**config.mk**
```make
export PLATFORM = sky130hd
export DESIGN_NAME = counter_load_sequencer
export DESIGN_NICKNAME = d
export VERILOG_FILES = /design/src/rtl/counter_load_sequencer.sv
export SDC_FILE = /design/constraint.sdc
export NUM_CORES = 1
export LEC_CHECK = 0
export ABC_AREA = 1
export BUFFER_PORTS_ARGS = -buffer_cell sky130_fd_sc_hd__buf_4
export CAP_MARGIN = 25
export CELL_PAD_IN_SITES_DETAIL_PLACEMENT = 1
export CELL_PAD_IN_SITES_GLOBAL_PLACEMENT = 2
export CORE_MARGIN = 2
export CORE_UTILIZATION = 41
export DETAILED_ROUTE_END_ITERATION = 16
export HOLD_SLACK_MARGIN = 0.02
export PLACE_DENSITY = 0.82
export SYNTH_ARGS = -nofsm -noshare
export SYNTH_HDL_FRONTEND = slang
export SYNTH_SLANG_ARGS = --single-unit
```
**constraint.sdc**
```tcl
create_clock -name clk -period 4.7 [get_ports clk]
set_input_delay 1.175 -clock clk [delete_from_list [all_inputs] [get_ports clk]]
set_output_delay 1.175 -clock clk [all_outputs]
set_load 0.1 [all_outputs]
```
**src/rtl/counter_load_sequencer.sv**
```systemverilog
`timescale 1ns/1ps
// Request FIFO + IDLE/LOAD/HOLD sequencer that drives counter_load's load/data_in pair.
// Optional synchronous flush input `abort` is enabled by defining LOAD_SEQ_ABORT_EN.
module counter_load_sequencer #(
  parameter int WIDTH  = 4,
  parameter int DEPTH  = 4,
  parameter int HOLD_W = 4
) (
  input  logic                         clk,
  input  logic                         rst,
`ifdef LOAD_SEQ_ABORT_EN
  input  logic                         abort,
`endif
  input  logic                         req_valid,
  output logic                         req_ready,
  input  logic [WIDTH-1:0]             req_value,
  input  logic [HOLD_W-1:0]            req_hold,
  output logic                         load,
  output logic [WIDTH-1:0]             data_in,
  output logic                         busy,
  output logic [$clog2(DEPTH+1)-1:0]   level
);

  localparam int AW = (DEPTH > 1) ? $clog2(DEPTH) : 1;
  localparam int LW = $clog2(DEPTH + 1);
  localparam int EW = WIDTH + HOLD_W;

  typedef enum logic [1:0] {S_IDLE, S_LOAD, S_HOLD} state_t;

  state_t            state_q, state_d;
  logic [AW-1:0]     wr_ptr_q, rd_ptr_q;
  logic [LW-1:0]     count_q, count_d;
  logic [HOLD_W-1:0] hold_q, hold_d;
  logic [WIDTH-1:0]  data_q, data_d;
  logic              load_q, load_d;
  logic              busy_q, busy_d;
  logic [EW-1:0]     mem_q [DEPTH];

  logic              abort_w;
  logic              full, empty, push, pop, decide;
  logic [EW-1:0]     head;
  logic [WIDTH-1:0]  head_val;
  logic [HOLD_W-1:0] head_hold;

`ifdef LOAD_SEQ_ABORT_EN
  assign abort_w = abort;
`else
  assign abort_w = 1'b0;
`endif

  assign full      = (count_q == LW'(DEPTH));
  assign empty     = (count_q == '0);
  assign req_ready = !full && !abort_w;
  assign push      = req_valid && req_ready;
  assign head      = mem_q[rd_ptr_q];
  assign head_val  = head[EW-1:HOLD_W];
  assign head_hold = head[HOLD_W-1:0];

  // The hold counter counts down to 1 in HOLD, so HOLD lasts exactly `hold` cycles.
  always_comb begin
    state_d = state_q;
    hold_d  = hold_q;
    data_d  = data_q;
    pop     = 1'b0;
    decide  = 1'b0;
    case (state_q)
      S_IDLE: decide = 1'b1;
      S_LOAD: begin
        if (hold_q == '0) decide = 1'b1;
        else              state_d = S_HOLD;
      end
      S_HOLD: begin
        if (hold_q == HOLD_W'(1)) decide = 1'b1;
        else                      hold_d = hold_q - HOLD_W'(1);
      end
      default: state_d = S_IDLE;
    endcase
    if (decide) begin
      if (!empty) begin
        pop     = 1'b1;
        state_d = S_LOAD;
        hold_d  = head_hold;
        data_d  = head_val;
      end else begin
        state_d = S_IDLE;
      end
    end
    if (abort_w) begin
      pop     = 1'b0;
      state_d = S_IDLE;
      hold_d  = hold_q;
      data_d  = data_q;
    end
    load_d = (state_d == S_LOAD);
    if (abort_w) begin
      count_d = '0;
    end else begin
      count_d = count_q;
      if (push && !pop)      count_d = count_q + LW'(1);
      else if (pop && !push) count_d = count_q - LW'(1);
    end
    busy_d = (state_d != S_IDLE) || (count_d != '0);
  end

  always_ff @(posedge clk or negedge rst) begin
    if (!rst) begin
      state_q  <= S_IDLE;
      wr_ptr_q <= '0;
      rd_ptr_q <= '0;
      count_q  <= '0;
      hold_q   <= '0;
      data_q   <= '0;
      load_q   <= 1'b0;
      busy_q   <= 1'b0;
    end else begin
      state_q <= state_d;
      count_q <= count_d;
      hold_q  <= hold_d;
      data_q  <= data_d;
      load_q  <= load_d;
      busy_q  <= busy_d;
      if (abort_w) begin
        wr_ptr_q <= '0;
        rd_ptr_q <= '0;
      end else begin
        if (push) wr_ptr_q <= wr_ptr_q + AW'(1);
        if (pop)  rd_ptr_q <= rd_ptr_q + AW'(1);
      end
    end
  end

  // Storage carries no reset; occupancy alone decides which entries are valid.
  always_ff @(posedge clk) begin
    if (push) mem_q[wr_ptr_q] <= {req_value, req_hold};
  end

  assign load    = load_q;
  assign data_in = data_q;
  assign busy    = busy_q;
  assign level   = count_q;

endmodule

```
== Word-level counts from Yosys, hierarchy flattened ==
Memories as Yosys holds them, arrays and structs flattened.
Cells that the tools add are included.

* Memories: 1
* Output and inout bits: 10
* Logic and storage cells: 51
* Bits in writable memories: 32
* Input bits: 11
* Register bits after elaboration: 19

* Reduce and logical (&&, ||, !) cells: 14
* Mux-type cells: 17
* Bitwise gates (word level): 1
* Add/sub/neg operators: 5
* Eq/ne operators: 5

{| class="wikitable"
|+ Memory list
! memory !! words !! bits a word !! rd ports !! clocked after memory_dff !! write ports !! line !! text
|-
| mem_q || 4 || 8 || 1 || 0 || 1 || 37 || <nowiki>logic [EW-1:0] mem_q [DEPTH];</nowiki>
|}

{| class="wikitable"
|+ Operators with widths
! cell !! count
|-
| $mux W4 || 4
|-
| $mux W1 || 7
|-
| $mux W3 || 2
|-
| $add A2 B1 Y2 const B || 2
|-
| $eq A2 B1 Y1 const B || 2
|-
| $eq A4 B1 Y1 const B || 1
|-
| $logic_not A4 Y1 || 1
|-
| $mux W2 || 2
|-
| $pmux W2 S2 || 1
|-
| $sub A4 B1 Y4 const B || 1
|-
| $add A3 B1 Y3 const B || 1
|-
| $eq A3 B3 Y1 const B || 1
|-
| $logic_and A1 B1 Y1 || 3
|-
| $logic_not A1 Y1 || 3
|-
| $logic_not A3 Y1 || 1
|-
| $pmux W1 S3 || 1
|-
| $reduce_bool A3 Y1 || 1
|-
| $sub A3 B1 Y3 const B || 1
|-
| $eq A2 B2 Y1 const B || 1
|-
| $logic_not A2 Y1 || 1
|-
| $reduce_and A2 Y1 || 1
|-
| $reduce_bool A2 Y1 || 1
|-
| $reduce_or A2 Y1 || 1
|-
| $logic_or A1 B1 Y1 || 1
|-
| $not A1 Y1 || 1
|}

== Depth between registers and ports, before layout ==
* Depth after elaboration: 9
* Depth in mapped cells: 13
* Gate-level depth less buffers: 13

== Worst setup path before layout ==
OpenSTA, ideal clock, no wires.

* Kind: reg-to-output
* Start: register count_q[0] (netlist: level[0])
* End: output port req_ready
* Required time: 3.525 ns
* Path buffers: 0
* Arrival time: 2.082 ns
* Slack: 1.443 ns
* Stages on the path, launching flop included: 4
* Cells stage by stage: dfrtp_1 inv_1 ha_1 nand2_1

* Word-level cells in the longest chain between the ends: 2

{| class="wikitable"
|+ RTL lines
! item !! line !! text
|-
| from (decl) || 32 || <nowiki>logic [LW-1:0] count_q, count_d;</nowiki>
|-
| from (signal assigned) || 117 || <nowiki>count_q <= count_d;</nowiki>
|-
| $eq A3 B3 Y1 || 51 || <nowiki>assign full = (count_q == LW'(DEPTH));</nowiki>
|-
| $logic_not A1 Y1 || 53 || <nowiki>assign req_ready = !full && !abort_w;</nowiki>
|-
| to (decl) || 15 || <nowiki>output logic req_ready,</nowiki>
|}

Every way passes these cells.

== Worst setup path after layout ==
Same ends and word-level chain as after synthesis.

==> impl_metrics.ini <==
[die]
ioPinCount = 21
die_y_um = 78.8
fp-row-count = 27
die_area_um2 = 6200
start_util_pct = 42.1
die_x_um = 78.8
core_area_um2 = 5440

[sta]
worst_slack_ps = 2120
post-route-period-util_pct = 55.0
final-hold-violation-count = 0
final_max_slew_viol_count = 0
max_freq_mhz = 387
worst_pin_slew_ps = 673
tns_ps = 0
setup_viol = 0
skew_ps = 16.9
relSlewSlack_pct = 55.0
rsz0062_at_grt = false
fin_crit_ps = 2580

[logic_synthesis]
yosysTopAreaCell = edfxtp_1
yosysSeqAreaShare_pct = 62.7
synth-xor-area-share_pct = 2.68
synthCells = 211
synthMuxAreaShare_pct = 0
yosys.area.top_type_share_pct = 41.9
synth_async_sr_flop_share_pct = 37.3
ys_warn_count = 0
synth_fp_nets = 232
synth_top_family_by_area = simple AND/OR/NAND/NOR gates
ys_types = 24
avgSynthCellArea_um2 = 10.9
ys_top_cells_by_area = edfxtp_1 (42%), dfrtp_1 (21%), nor2_1 (7.5%)
synth-edff-count = 32
yosysMostFrequentCell = nor2_1
synth_fa_ha_area_share_pct = 5.46
synth_compound_area_share_pct = 7.21
ys_ff_latch = 51
synth_flop_cell = edfxtp_1
synth_common_cells = nor2_1 (46), edfxtp_1 (32), inv_1 (23)
syn_area_um2 = 2290
synth_simple_gate_area_share_pct = 16.7

[setup_path]
path_delay_family = flip-flops
critPathArrivalTime_ps = 1410
worstPathMaxFanout = 4
critPathCaptureType = output pin
path_class = reg -> out
cp-start-kind = flip-flop
cp.required_ps = 3520
max_stage_delay_ps = 410
crit_buf_inv = 2
worstPathCellList = inv_1, ha_1, nand2_1, buf_4
critPathSlowestCell = dfrtp_1

[clock_network]
cts_resized = 0
clockBufferDepth = 2
htreeDepth = 2
clock_latency_ps = 300
cts_tree = done
clock_sinks = 51
cts_buffers = 5
clk_pin_slew_ps = 80
cts_hold_buf = 0
cts_setup_buffers = 0
cts_root_buf = clkbuf_8

[detailed_routing]
drtPass1Iterations = 4
drcViolationCount = 0
wl_per_cell_um = 14.6
vias = 1442
ant_nets = 0
routed_wl_um = 4480
drt_iter0_drc = 50
vias_per_cell = 4.71

[placement]
dp_worst_setup_slack_ps = 2360
place_hpwl_um = 3420
gp_congestion = 0.718
portBuffers = 20
dp.cells = 298

[grt]
grt_usage_pct = 16.0
antenna_found_initial = 0
grt-ovfl-total = 0
grt_max_degree = 20
grt_pass1_vias = 1462
grt_pass1_wl_um = 7420

[cells_and_area]
fin_cells = 306
nNetsFinal = 254
fin_util_pct = 47.6
antenna_cells = 0
syn_to_final_growth_pct = 13.1
drive_above_1_share_pct = 17.1

[flow_run]
max_cap_viol_count = 0

[run_status]
status = complete, no violations

[worst_hold_path]
min_path_type = reg -> reg
layer usage:
metal	track usage (%)	vias to the layer above	wire [um]	part of all wire, %
met5	0	-	0	0
met4	3.68	0	34	0.76
met3	3.07	5	75	1.7
met2	25.1	10	2150	48
met1	23.1	694	2220	50
li1	-	733	-	-
worst paths after layout:
path	start	to	slack, ps	cells past startpoint
max reg2reg	level[0]	mem_q[3][2]	2830	5
min in group asynchronous	rst	hold_q[2]	740	1
max	level[0]	req_ready	2120	4
min	state_q[1]	state_q[1]	550	3
max in group asynchronous	rst	rd_ptr_q[1]	3740	1
min reg2reg	state_q[1]	state_q[1]	550	3
cell families (layout without fill, tap and decap cells):
| logic type | after synthesis | in the layout |
|---|---|---|
| flip-flops | 51 | 51 |
| XOR/XNOR | 7 | 7 |
| adder cells (fa/ha/maj) | 10 | 10 |
| buffers and inverters | 30 | 53 |
| AO/OA/AOI/OAI | 31 | 31 |
| AND/OR/NAND/NOR | 82 | 82 |
flip-flops by register name, summed over array words and instances (netlist names):
| signal | cells |
|---|---|
| state_q | 2 |
| wr_ptr_q | 2 |
| mem_q | 32 |
| data_in | 4 |
| hold_q | 4 |
| load | 1 |
| rd_ptr_q | 2 |
| level | 3 |
| busy | 1 |
tightest hold or removal path, delay by kind of cell (launching register included):
kind | cells | cell delay [ps]
flip-flops | 1 | 350
AND/OR/NAND/NOR | 2 | 100
buffers and inverters | 1 | 60
cells in the final DEF, fill, tap and decap left out, types with 5 or more instances in the layout:
cell type	instances
a31oi_1	5
buf_4	20
clkbuf_8	5
dfrtp_1	19
edfxtp_1	32
ha_1	10
inv_1	23
nand2_1	20
nand2_2	6
nor2_1	46
o21ai_0	21
final cells by class:
cell class	count	area, um2
inverter	25	93.8
sequential	51	1440
clock inverter	2	13.8
tap	72	90.1
timing repair buffer	20	150
fill	599	2850
clock buffer	6	72.6
multi-input combinational	130	733
metrics by stage:
| stage | area, um2 | hold WS, ps |
|---|---|---|
| floorplan | 2290 | 496 |
| global placement | 2500 | 523 |
| detailed placement | 2500 | 536 |
| CTS | 2590 | 550 |
| global route | 2590 | 593 |
| finish | 2590 | 548 |
Power is left out: the tool's default activity adds up to more than one toggle a clock period on the data nets, which glitch-free logic cannot reach.
